`src/rtl/sprite_mover_if.sv`:
```
// Pixel/ROM bundle between sprite_mover and its surroundings (VGA plot port plus colour ROM).
interface sprite_mover_if #(
  parameter int ADDR_W = 7
);
  // plot is a pure valid strobe with no ready: xout/yout/colourOut are meaningful only
  // while plot=1 and the sink must take one pixel in every plot cycle. rom_colour must
  // carry rom[rom_addr] in the cycle after rom_addr is presented.
  logic [ADDR_W-1:0] rom_addr;
  logic [2:0]        rom_colour;
  logic [7:0]        xout;
  logic [6:0]        yout;
  logic [2:0]        colourOut;
  logic              plot;

  modport master (
    output rom_addr, xout, yout, colourOut, plot,
    input  rom_colour
  );

  modport slave (
    input  rom_addr, xout, yout, colourOut, plot,
    output rom_colour
  );
endinterface

```
`src/rtl/sprite_mover.sv`:
```
// Player-sprite engine: clear screen, draw sprite at home, move it left/right (erase, step, redraw).
// Define SPRITE_WRAP_EN to wrap around the screen edges instead of clamping.
module sprite_mover #(
  parameter int X_SCREEN_PIXELS = 160,
  parameter int Y_SCREEN_PIXELS = 120,
  parameter int SPRITE_W        = 11,
  parameter int SPRITE_H        = 10,
  parameter int X_HOME          = 73,
  parameter int Y_HOME          = 105,
  parameter int STEP            = 5,
  parameter int MOVE_HOLD       = 4,
  parameter int ADDR_W          = 7
) (
  input  logic                 clk,
  input  logic                 reset,
  input  logic                 start,
  input  logic                 left,
  input  logic                 right,
  sprite_mover_if.master       pix,
  output logic                 busy,
  output logic [7:0]           x_pos,
  output logic                 hit_edge,
  output logic [2:0]           state_dbg
);

`ifdef SPRITE_WRAP_EN
  localparam bit WRAP_EN = 1'b1;
`else
  localparam bit WRAP_EN = 1'b0;
`endif

  localparam int              CNT_W     = ADDR_W + 1;
  localparam logic [CNT_W-1:0] N_CNT    = CNT_W'(SPRITE_W * SPRITE_H);
  localparam logic [7:0]      X_LAST    = 8'(X_SCREEN_PIXELS - 1);
  localparam logic [6:0]      Y_LAST    = 7'(Y_SCREEN_PIXELS - 1);
  localparam logic [7:0]      SX_LAST   = 8'(SPRITE_W - 1);
  localparam logic [6:0]      SY_LAST   = 7'(SPRITE_H - 1);
  localparam logic [7:0]      X_HOME8   = 8'(X_HOME);
  localparam logic [6:0]      Y_HOME7   = 7'(Y_HOME);
  localparam logic [7:0]      X_MAX8    = 8'(X_SCREEN_PIXELS - SPRITE_W);
  localparam logic [8:0]      X_MAX9    = 9'(X_SCREEN_PIXELS - SPRITE_W);
  localparam logic [7:0]      STEP8     = 8'(STEP);
  localparam logic [8:0]      STEP9     = 9'(STEP);
  localparam logic [15:0]     HOLD_LAST = 16'(MOVE_HOLD - 1);

  typedef enum logic [2:0] {
    S_IDLE  = 3'd0,
    S_CLEAR = 3'd1,
    S_HOME  = 3'd2,
    S_READY = 3'd3,
    S_ERASE = 3'd4,
    S_DRAW  = 3'd5,
    S_HOLD  = 3'd6
  } state_t;

  state_t            state_q, state_d;
  logic [7:0]        col_q, col_d;
  logic [6:0]        row_q, row_d;
  logic [CNT_W-1:0]  cnt_q, cnt_d;
  logic [ADDR_W-1:0] rom_addr_q, rom_addr_d;
  logic [7:0]        xout_q, xout_d;
  logic [6:0]        yout_q, yout_d;
  logic              plot_q, plot_d;
  logic              rom_sel_q, rom_sel_d;
  logic              busy_q, busy_d;
  logic              hit_q, hit_d;
  logic [7:0]        x_pos_q, x_pos_d;
  logic [7:0]        nx_q, nx_d;
  logic [15:0]       hold_q, hold_d;

  logic              spr_last, clr_last;
  logic [7:0]        scol_n, ccol_n;
  logic [6:0]        srow_n, crow_n;
  logic [CNT_W-1:0]  cnt_inc;
  logic [8:0]        x9, sum9;
  logic              mv_edge;
  logic [7:0]        mv_nx;

  // Raster stepping for the full screen and for the sprite box, X fastest.
  always_comb begin
    clr_last = (col_q == X_LAST) && (row_q == Y_LAST);
    ccol_n   = col_q + 8'd1;
    crow_n   = row_q;
    if (col_q == X_LAST) begin
      ccol_n = '0;
      crow_n = (row_q == Y_LAST) ? '0 : row_q + 7'd1;
    end
    spr_last = (col_q == SX_LAST) && (row_q == SY_LAST);
    scol_n   = col_q + 8'd1;
    srow_n   = row_q;
    if (col_q == SX_LAST) begin
      scol_n = '0;
      srow_n = (row_q == SY_LAST) ? '0 : row_q + 7'd1;
    end
    cnt_inc = cnt_q + CNT_W'(1);
  end

  // Target X for a single command; 9-bit sum keeps the right-edge test free of wrap.
  always_comb begin
    x9      = {1'b0, x_pos_q};
    sum9    = x9 + STEP9;
    mv_edge = 1'b0;
    mv_nx   = x_pos_q;
    if (left) begin
      if (x9 < STEP9) begin
        mv_edge = 1'b1;
        mv_nx   = WRAP_EN ? X_MAX8 : 8'd0;
      end else begin
        mv_nx = x_pos_q - STEP8;
      end
    end else begin
      if (sum9 > X_MAX9) begin
        mv_edge = 1'b1;
        mv_nx   = WRAP_EN ? 8'd0 : X_MAX8;
      end else begin
        mv_nx = sum9[7:0];
      end
    end
  end

  always_comb begin
    state_d    = state_q;
    col_d      = col_q;
    row_d      = row_q;
    cnt_d      = cnt_q;
    rom_addr_d = rom_addr_q;
    xout_d     = xout_q;
    yout_d     = yout_q;
    plot_d     = 1'b0;
    rom_sel_d  = 1'b0;
    hit_d      = 1'b0;
    x_pos_d    = x_pos_q;
    nx_d       = nx_q;
    hold_d     = hold_q;

    case (state_q)
      S_IDLE: begin
        if (start) begin
          state_d = S_CLEAR;
          col_d   = '0;
          row_d   = '0;
        end
      end
      S_CLEAR: begin
        plot_d = 1'b1;
        xout_d = col_q;
        yout_d = row_q;
        col_d  = ccol_n;
        row_d  = crow_n;
        if (clr_last) begin
          state_d    = S_HOME;
          cnt_d      = '0;
          rom_addr_d = '0;
        end
      end
      // Address i is on rom_addr this cycle; its pixel is registered for the next one,
      // when rom_colour carries the matching ROM word.
      S_HOME, S_DRAW: begin
        if (cnt_q != N_CNT) begin
          plot_d     = 1'b1;
          rom_sel_d  = 1'b1;
          xout_d     = x_pos_q + col_q;
          yout_d     = Y_HOME7 + row_q;
          col_d      = scol_n;
          row_d      = srow_n;
          cnt_d      = cnt_inc;
          rom_addr_d = (cnt_inc == N_CNT) ? '0 : cnt_inc[ADDR_W-1:0];
        end else begin
          state_d = (state_q == S_HOME) ? S_READY : S_HOLD;
          hold_d  = '0;
        end
      end
      S_READY: begin
        if (left ^ right) begin
          if (!WRAP_EN && mv_edge && (mv_nx == x_pos_q)) begin
            hit_d   = 1'b1;
            state_d = S_HOLD;
            hold_d  = '0;
          end else begin
            hit_d   = mv_edge;
            nx_d    = mv_nx;
            state_d = S_ERASE;
            col_d   = '0;
            row_d   = '0;
          end
        end
      end
      S_ERASE: begin
        plot_d = 1'b1;
        xout_d = x_pos_q + col_q;
        yout_d = Y_HOME7 + row_q;
        col_d  = scol_n;
        row_d  = srow_n;
        if (spr_last) begin
          state_d    = S_DRAW;
          x_pos_d    = nx_q;
          cnt_d      = '0;
          rom_addr_d = '0;
        end
      end
      S_HOLD: begin
        if (hold_q == HOLD_LAST) state_d = S_READY;
        else                     hold_d  = hold_q + 16'd1;
      end
      default: state_d = S_IDLE;
    endcase

    busy_d = !((state_d == S_IDLE) || (state_d == S_READY));
  end

  always_ff @(posedge clk or negedge reset) begin
    if (!reset) begin
      state_q    <= S_IDLE;
      col_q      <= '0;
      row_q      <= '0;
      cnt_q      <= '0;
      rom_addr_q <= '0;
      xout_q     <= '0;
      yout_q     <= '0;
      plot_q     <= 1'b0;
      rom_sel_q  <= 1'b0;
      busy_q     <= 1'b0;
      hit_q      <= 1'b0;
      x_pos_q    <= X_HOME8;
      nx_q       <= X_HOME8;
      hold_q     <= '0;
    end else begin
      state_q    <= state_d;
      col_q      <= col_d;
      row_q      <= row_d;
      cnt_q      <= cnt_d;
      rom_addr_q <= rom_addr_d;
      xout_q     <= xout_d;
      yout_q     <= yout_d;
      plot_q     <= plot_d;
      rom_sel_q  <= rom_sel_d;
      busy_q     <= busy_d;
      hit_q      <= hit_d;
      x_pos_q    <= x_pos_d;
      nx_q       <= nx_d;
      hold_q     <= hold_d;
    end
  end

  assign pix.rom_addr  = rom_addr_q;
  assign pix.xout      = xout_q;
  assign pix.yout      = yout_q;
  assign pix.plot      = plot_q;
  assign pix.colourOut = rom_sel_q ? pix.rom_colour : 3'd0;
  assign busy          = busy_q;
  assign x_pos         = x_pos_q;
  assign hit_edge      = hit_q;
  assign state_dbg     = state_q;

endmodule

```
`src/flat_wrapper.sv`:
```
// flat-port wrapper written by rule: the top's interface ports become plain ports
module sprite_mover_flat 
#(
  parameter int X_SCREEN_PIXELS = 160,
  parameter int Y_SCREEN_PIXELS = 120,
  parameter int SPRITE_W        = 11,
  parameter int SPRITE_H        = 10,
  parameter int X_HOME          = 73,
  parameter int Y_HOME          = 105,
  parameter int STEP            = 5,
  parameter int MOVE_HOLD       = 4,
  parameter int ADDR_W          = 7
)
  (clk, reset, start, left, right, busy, x_pos, hit_edge, state_dbg, pix_rom_addr, pix_xout, pix_yout, pix_colourOut, pix_plot, pix_rom_colour);
  sprite_mover_if #(.ADDR_W(ADDR_W)) pix_i ();
  input  logic clk;
  input  logic reset;
  input  logic start;
  input  logic left;
  input  logic right;
  output logic busy;
  output logic [7:0] x_pos;
  output logic hit_edge;
  output logic [2:0] state_dbg;
  output wire logic [$bits(pix_i.rom_addr)-1:0] pix_rom_addr;
  output wire logic [$bits(pix_i.xout)-1:0] pix_xout;
  output wire logic [$bits(pix_i.yout)-1:0] pix_yout;
  output wire logic [$bits(pix_i.colourOut)-1:0] pix_colourOut;
  output wire logic [$bits(pix_i.plot)-1:0] pix_plot;
  input wire logic [$bits(pix_i.rom_colour)-1:0] pix_rom_colour;
  assign pix_rom_addr = pix_i.rom_addr;
  assign pix_xout = pix_i.xout;
  assign pix_yout = pix_i.yout;
  assign pix_colourOut = pix_i.colourOut;
  assign pix_plot = pix_i.plot;
  assign pix_i.rom_colour = pix_rom_colour;
  sprite_mover #(.X_SCREEN_PIXELS(X_SCREEN_PIXELS), .Y_SCREEN_PIXELS(Y_SCREEN_PIXELS), .SPRITE_W(SPRITE_W), .SPRITE_H(SPRITE_H), .X_HOME(X_HOME), .Y_HOME(Y_HOME), .STEP(STEP), .MOVE_HOLD(MOVE_HOLD), .ADDR_W(ADDR_W)) u_core (.clk(clk), .reset(reset), .start(start), .left(left), .right(right), .pix(pix_i), .busy(busy), .x_pos(x_pos), .hit_edge(hit_edge), .state_dbg(state_dbg));
endmodule
```
`config.mk`:
```
export PLATFORM = sky130hd
export DESIGN_NAME = sprite_mover_flat
export DESIGN_NICKNAME = d
export VERILOG_FILES = /design/src/rtl/sprite_mover_if.sv /design/src/rtl/sprite_mover.sv /design/src/flat_wrapper.sv
export SDC_FILE = /design/constraint.sdc
export NUM_CORES = 1
export LEC_CHECK = 0
export CAP_MARGIN = 20
export CORE_MARGIN = 1
export CORE_UTILIZATION = 50
export CTS_CLUSTER_SIZE = 16
export DETAILED_ROUTE_END_ITERATION = 8
export GPL_TIMING_DRIVEN = 0
export PLACE_DENSITY_LB_ADDON = 0.1
export SYNTH_ARGS = -nofsm -noshare
export SYNTH_HDL_FRONTEND = slang
export SYNTH_SLANG_ARGS = --single-unit
```
`constraint.sdc`:
```
create_clock -name clk -period 7.5 [get_ports clk]
set_input_delay 1.5 -clock clk [delete_from_list [all_inputs] [get_ports clk]]
set_output_delay 1.5 -clock clk [all_outputs]
set_load 0.02 [all_outputs]
```
==> results of run 1 <==
[power breakdown]
| part | switching (W) | internal [W] |
|---|---|---|
| sequential | 0.000124 | 0.000600 |
| combinational | 0.000458 | 0.000312 |
| clock | 0.000175 | 0.000199 |
| total | 0.000756 | 0.00111 |
[routing by layer]
metal  global-route usage  wire length (um)
met5                    0                 0
met4               0.0724               133
met3               0.0278               605
met2                0.395              6090
met1                0.358              6380
[critical path, cell delays in order]
cell and delay, ns:
clkdlybuf4s50_1 0.53, clkbuf_1 0.37, buf_2 0.32, xnor2_1 0.19, nor4b_1 0.59, and2_1 0.21, a31oi_1 0.26, buf_2 0.29
o21ai_0 0.17, o31ai_1 0.09
[final timing paths]
path / start / to / slack [ns]
hold / removal: u_core.nx_q[0]$_DFFE_PN1P_ / u_core.nx_q[0]$_DFFE_PN1P_ / 0.47
setup / recovery: left / u_core.hold_q[3]$_DFFE_PN0P_ / 3.19
hold reg to reg: u_core.nx_q[0]$_DFFE_PN1P_ / u_core.nx_q[0]$_DFFE_PN1P_ / 0.47
max in group asynchronous: reset / u_core.nx_q[6]$_DFFE_PN1P_ / 5.85
min in group asynchronous: reset / u_core.pix.rom_addr[4]$_DFFE_PN0P_ / 1.00
setup reg to reg: u_core.x_pos[0]$_DFFE_PN1P_ / u_core.hold_q[3]$_DFFE_PN0P_ / 3.81
[cells in the final DEF, fill, tap and decap left out, drive strengths merged, types with 5 or more instances in the layout]
| master | n |
|---|---|
| dfrtp | 78 |
| a21oi | 39 |
| o21a | 5 |
| xor2 | 11 |
| o41ai | 5 |
| inv | 19 |
| nor2 | 65 |
| nand4 | 6 |
| clkbuf | 27 |
| nand2 | 61 |
| nand3 | 17 |
| mux2i | 7 |
| ha | 18 |
| buf | 19 |
| mux2 | 12 |
| a31oi | 8 |
| dfstp | 6 |
| nor2b | 10 |
| xnor2 | 17 |
| and2 | 10 |
| nor3 | 13 |
| clkdlybuf4s50 | 45 |
| o21ai | 84 |
| and3 | 12 |
| nand2b | 11 |
| o31ai | 13 |
[kinds of logic after synthesis]
family,after synthesis,share of synthesized area
muxes,19,0.0381
DFF,84,0.392
adders and majority gates,19,0.0456
and+or+nand+nor,234,0.217
AOI/OAI and AO/OA,189,0.221
xor gates and xnor gates,28,0.0456
buffers and inverters,50,0.0412
[through the flow]
stage	power, W	instance area, um^2
final	0.00187	6270
after global routing	0.00200	6270
after CTS	0.00188	6270
after detailed placement	0.00150	6040
after global placement	0.00148	6010
after floorplan	0.00121	5380
[registers in the layout (all words and copies together), names as in the netlist]
register / count
u_core.busy: 1
u_core.cnt_q: 8
u_core.col_q: 8
u_core.hit_edge: 1
u_core.hold_q: 16
u_core.nx_q: 8
u_core.pix.plot: 1
u_core.pix.rom_addr: 7
u_core.pix.xout: 8
u_core.pix.yout: 7
u_core.rom_sel_q: 1
u_core.row_q: 7
u_core.state_dbg: 3
u_core.x_pos: 8
[final cells by class]
type	count	area [um^2]	area share
flip-flops and latches	84	2110	0.336
multi-input cells	489	3050	0.486
repair buffers	48	493	0.0786
plain buffers	32	154	0.0245
inverters	18	67.6	0.0108
well taps	136	170	0.0271
clock buffers	11	141	0.0226
clock inverters	5	85.1	0.0136
==> results.py, run 1 <==
metrics = {
    "run_status": {
        "status": "finished, final reports clean",
    },
    "global_route": {
        "grt.overflow.total": 0,
        "grt_pass1_wl_um": 22400,
        "grt_max_degree": 71,
        "grtUsageTotal": 0.249,
        "grt_pass1_vias": 4613,
        "antenna_found_initial": 0,
    },
    "timing": {
        "setup_viol": 0,
        "slew_headroom": 0.359,
        "worstMarginPinSlew_ns": 0.954,
        "slew_violations": 0,
        "hold_viol": 0,
        "period_share": 0.575,
        "rsz0062_at_grt": "false",
        "layout_setup_ws_ns": 3.19,
        "period_minus_slack_ns": 4.31,
        "finalSetupTns_ns": 0,
        "finalClockSkew_ns": 0.0157,
        "whs_ns": 0.475,
        "clock.fmax_mhz": 232,
    },
    "final_layout": {
        "fin_cells": 823,
        "drive_gt1_frac": 0.0917,
        "fin_util": 0.605,
        "syn2layout_area_growth_pct": 16.5,
        "nets": 709,
        "diodes": 0,
        "fillers": 942,
    },
    "worst_setup_path": {
        "worstSetupStartpointType": "input pin",
        "crit_path_max_fanout": 10,
        "reg2regPathDepth": 11,
        "critical_path_arrival_ns": 4.54,
        "path_class": "input pin to register",
        "crit_required_ns": 7.72,
        "cp-end-kind": "register",
    },
    "yosys": {
        "yosysTopAreaCell": "dfrtp_1",
        "synth_most_common_cell": "o21ai_0",
        "syn_nets": 650,
        "ys_warn_count": 0,
        "synth_common_cells": "o21ai_0, dfrtp_1, nor2_1",
        "async_flop_share": 1.00,
        "synth-seq-area-share": 0.392,
        "synth_area_leaders": "dfrtp_1, o21ai_0, nor2_1, nand2_1, ha_1",
        "syn-mean-instance-area_um2": 8.64,
        "ys_ff_latch": 84,
        "syn_inst": 623,
        "syn_area_um2": 5380,
        "yosysUniqueCellTypes": 74,
        "ys.flop_type": "dfrtp_1",
        "yosys.area.top_type_share": 0.363,
        "synth-edff-count": 0,
    },
    "clock_network": {
        "clk_latency_ns": 0.36,
        "clockRootBuffer": "clkbuf_8",
        "cts_sinks": 84,
        "post_cts_resized": 0,
        "cts_hold_buf": 0,
        "cts_buffers": 9,
        "htreeDepth": 3,
        "post-cts-setup-buffers": 0,
        "cts_buffer_depth": 2,
        "path_clk_slew_ns": 0.09,
        "cts_tree": "yes",
    },
    "power_and_ir_drop": {
        "vdd_drop_max_mv": 0.209,
        "leakage_nw": 2.66,
        "p_per_area_nw_per_um2": 298,
    },
    "detailed_routing": {
        "routedWlPerCell_um": 16.0,
        "drtAntennaViolNets": 0,
        "wl_um": 13200,
        "firstDrtPassIters": 5,
        "drc": 0,
        "first_iter_violations": 276,
        "viasPerCell": 5.86,
        "vias": 4822,
    },
    "placement": {
        "io_buffers": 46,
        "gp_congestion": 0.892,
        "place_hpwl_um": 9450,
        "place_inst": 807,
        "dpl_worst_slack_ns": 2.85,
    },
    "floorplanning": {
        "pin_count": 47,
        "die_area_um2": 11200,
        "die_h_um": 106,
        "rows": 37,
        "die_x_um": 106,
        "initial_core_util": 0.519,
        "core_um2": 10400,
    },
    "min_path": {
        "hold_path_depth": 2,
        "worstHoldPathType": "register to register",
    },
    "run": {
        "max_cap_viol_count": 0,
    },
}
Note: power is estimated with default switching activity, not from simulation.
==> inputs of run 2 (changes only) <==
==> constraint.sdc (replaced) <==
create_clock -name clk -period 3.9 [get_ports clk]
set_input_delay 0.78 -clock clk [delete_from_list [all_inputs] [get_ports clk]]
set_output_delay 0.78 -clock clk [all_outputs]
set_load 0.02 [all_outputs]
==> run 2 against run 1 <==
  * Cell area hardly changed
  * Clock power is 92% higher
  * Die area stayed put
  * Worst hold slack worse by 0.20 ns
  * Critical path depth is 1 higher
  * Setup slack worse by 2.9 ns
  * Utilization is 0.060 points higher
  * Clock-buffer cell count stayed put
  * Sequential share of layout area hardly changed
  * Sequential power is 92% higher
  * Global-route usage stayed put
==> results.py, run 2 (synthesis gave the netlist of run 1 again) <==
metrics = {
    "final_layout": {
        "final_common_cell": "o21ai_0",
        "fillers": 941,
        "fin_util": 0.605,
        "regMostFlops": "u_core.hold_q",
        "largest_reg_flops": 16,
        "drive_gt1_frac": 0.0932,
        "nets": 709,
        "syn2layout_area_growth_pct": 16.7,
        "diodes": 0,
        "layout_common_cells": "o21ai_0, dfrtp_1, nor2_1",
    },
    "worst_setup_path": {
        "critPathLaunch": "u_core.x_pos[0]$_DFFE_PN1P_",
        "crit_path_max_fanout": 9,
        "crit_required_ns": 4.13,
        "path_class": "register to register",
        "cp-end-kind": "register",
        "r2r_start": "u_core.x_pos[0]$_DFFE_PN1P_",
        "worstSetupStartpointType": "register",
        "critical_path_arrival_ns": 3.87,
    },
    "power_and_ir_drop": {
        "p_switching_w": 0.00145,
        "p_clk_frac": 0.200,
        "p_per_area_nw_per_um2": 572,
        "switching_share": 0.405,
        "vdd_drop_max_mv": 0.402,
        "leakage_nw": 2.66,
        "p_int_w": 0.00214,
        "seq_power_share": 0.388,
        "pwr-share-comb": 0.412,
    },
    "clock_network": {
        "cts_tree": "yes",
        "clk_latency_ns": 0.36,
        "post-cts-setup-buffers": 0,
        "cts_buffers": 9,
        "htreeDepth": 3,
        "clockRootBuffer": "clkbuf_8",
        "cts_buffer_depth": 2,
        "cts_hold_buf": 0,
        "cts_sinks": 84,
        "path_clk_slew_ns": 0.09,
        "post_cts_resized": 0,
    },
    "timing": {
        "period_minus_slack_ns": 3.63,
        "whs_ns": 0.276,
        "rsz0062_at_grt": "false",
        "period_share": 0.931,
        "clock.fmax_mhz": 275,
        "slew_violations": 0,
        "setup_viol": 0,
        "finalClockSkew_ns": 0.0157,
        "slew_headroom": 0.366,
        "hold_viol": 0,
        "worstMarginPinSlew_ns": 0.944,
        "layout_setup_ws_ns": 0.268,
    },
    "global_route": {
        "grt_max_degree": 71,
        "grt.overflow.total": 0,
        "antenna_found_initial": 0,
        "grt_pass1_vias": 4613,
        "grt_pass1_wl_um": 22400,
        "grtUsageTotal": 0.249,
    },
    "floorplanning": {
        "core_um2": 10400,
        "die_area_um2": 11200,
        "die_x_um": 106,
        "initial_core_util": 0.519,
        "pin_count": 47,
        "die_h_um": 106,
        "rows": 37,
    },
    "detailed_routing": {
        "first_iter_violations": 293,
        "viasPerCell": 5.83,
        "vias": 4801,
        "drtAntennaViolNets": 0,
        "drc": 0,
        "wl_um": 13200,
        "routedWlPerCell_um": 16.0,
        "firstDrtPassIters": 5,
    },
    "placement": {
        "place_hpwl_um": 9450,
        "dpl_worst_slack_ns": -0.0346,
        "gp_congestion": 0.892,
        "io_buffers": 46,
    },
    "min_path": {
        "worstHoldPathType": "input pin to asynchronous set/reset pin",
    },
    "run_status": {
        "status": "finished, final reports clean",
    },
    "run": {
        "max_cap_viol_count": 0,
    },
}
[run 2: per-layer routing]
layer	part of all wire	GRT usage	routed length (um)
met4	0.010	0.0724	133
met5	0	0	0
met3	0.045	0.0278	599
met1	0.48	0.358	6370
met2	0.46	0.395	6090
[run 2: final timing paths]
| check | endpoint | slack, ns | depth (start not counted) |
|---|---|---|---|
| worst max register to register | u_core.nx_q[4]$_DFFE_PN0P_ | 0.27 | 11 |
| worst min-delay path | u_core.pix.rom_addr[4]$_DFFE_PN0P_ | 0.28 | 1 |
| worst min register to register | u_core.nx_q[0]$_DFFE_PN1P_ | 0.47 | 2 |
| worst max-delay path | u_core.nx_q[4]$_DFFE_PN0P_ | 0.27 | 11 |
| max in group asynchronous | u_core.nx_q[6]$_DFFE_PN1P_ | 2.97 | 2 |
| min in group clk | u_core.nx_q[0]$_DFFE_PN1P_ | 0.47 | 2 |
[run 2: power by group through the flow]
stage,clock (W),combinational (W),sequential [W]
finish,0.000717,0.00148,0.00139
global route,0.000764,0.00165,0.00144
CTS,0.000736,0.00149,0.00139
detailed placement,0,0.00148,0.00140
global placement,0,0.00144,0.00140
floorplan,0,0.000845,0.00148
[run 2: layout make-up]
class	instances	area, um^2	share of cell area
plain buffers	32	154	0.0245
clock buffers	11	141	0.0225
clock inverters	5	85.1	0.0136
inverters	18	67.6	0.0108
multi-input cells	489	3060	0.487
flip-flops and latches	84	2110	0.336
well taps	136	170	0.0271
repair buffers	48	493	0.0785
[run 2: per-stage QoR]
| step | cell area [um^2] | instances | TNS [ns] | power [W] |
|---|---|---|---|---|
| final | 6280 | 823 | 0 | 0.00359 |
| after global routing | 6280 | 823 | 0 | 0.00385 |
| after CTS | 6270 | 823 | 0 | 0.00361 |
| after detailed placement | 6040 | 807 | -0.0561 | 0.00288 |
| after global placement | 6010 | 805 | -81.74 | 0.00284 |
| after floorplan | 5380 | 623 | 0 | 0.00233 |
[run 2: critical path, cell delays in order, from the launching register on]
cell       delay (ns)
dfstp_2          0.67
ha_1             0.35
o2111ai_1        0.18
xnor2_1          0.39
nand4b_1         0.16
o21ai_0          0.20
a221oi_1         0.41
o211a_2          0.28
and3_1           0.20
nand2b_1         0.12
buf_4            0.19
mux2_2           0.35
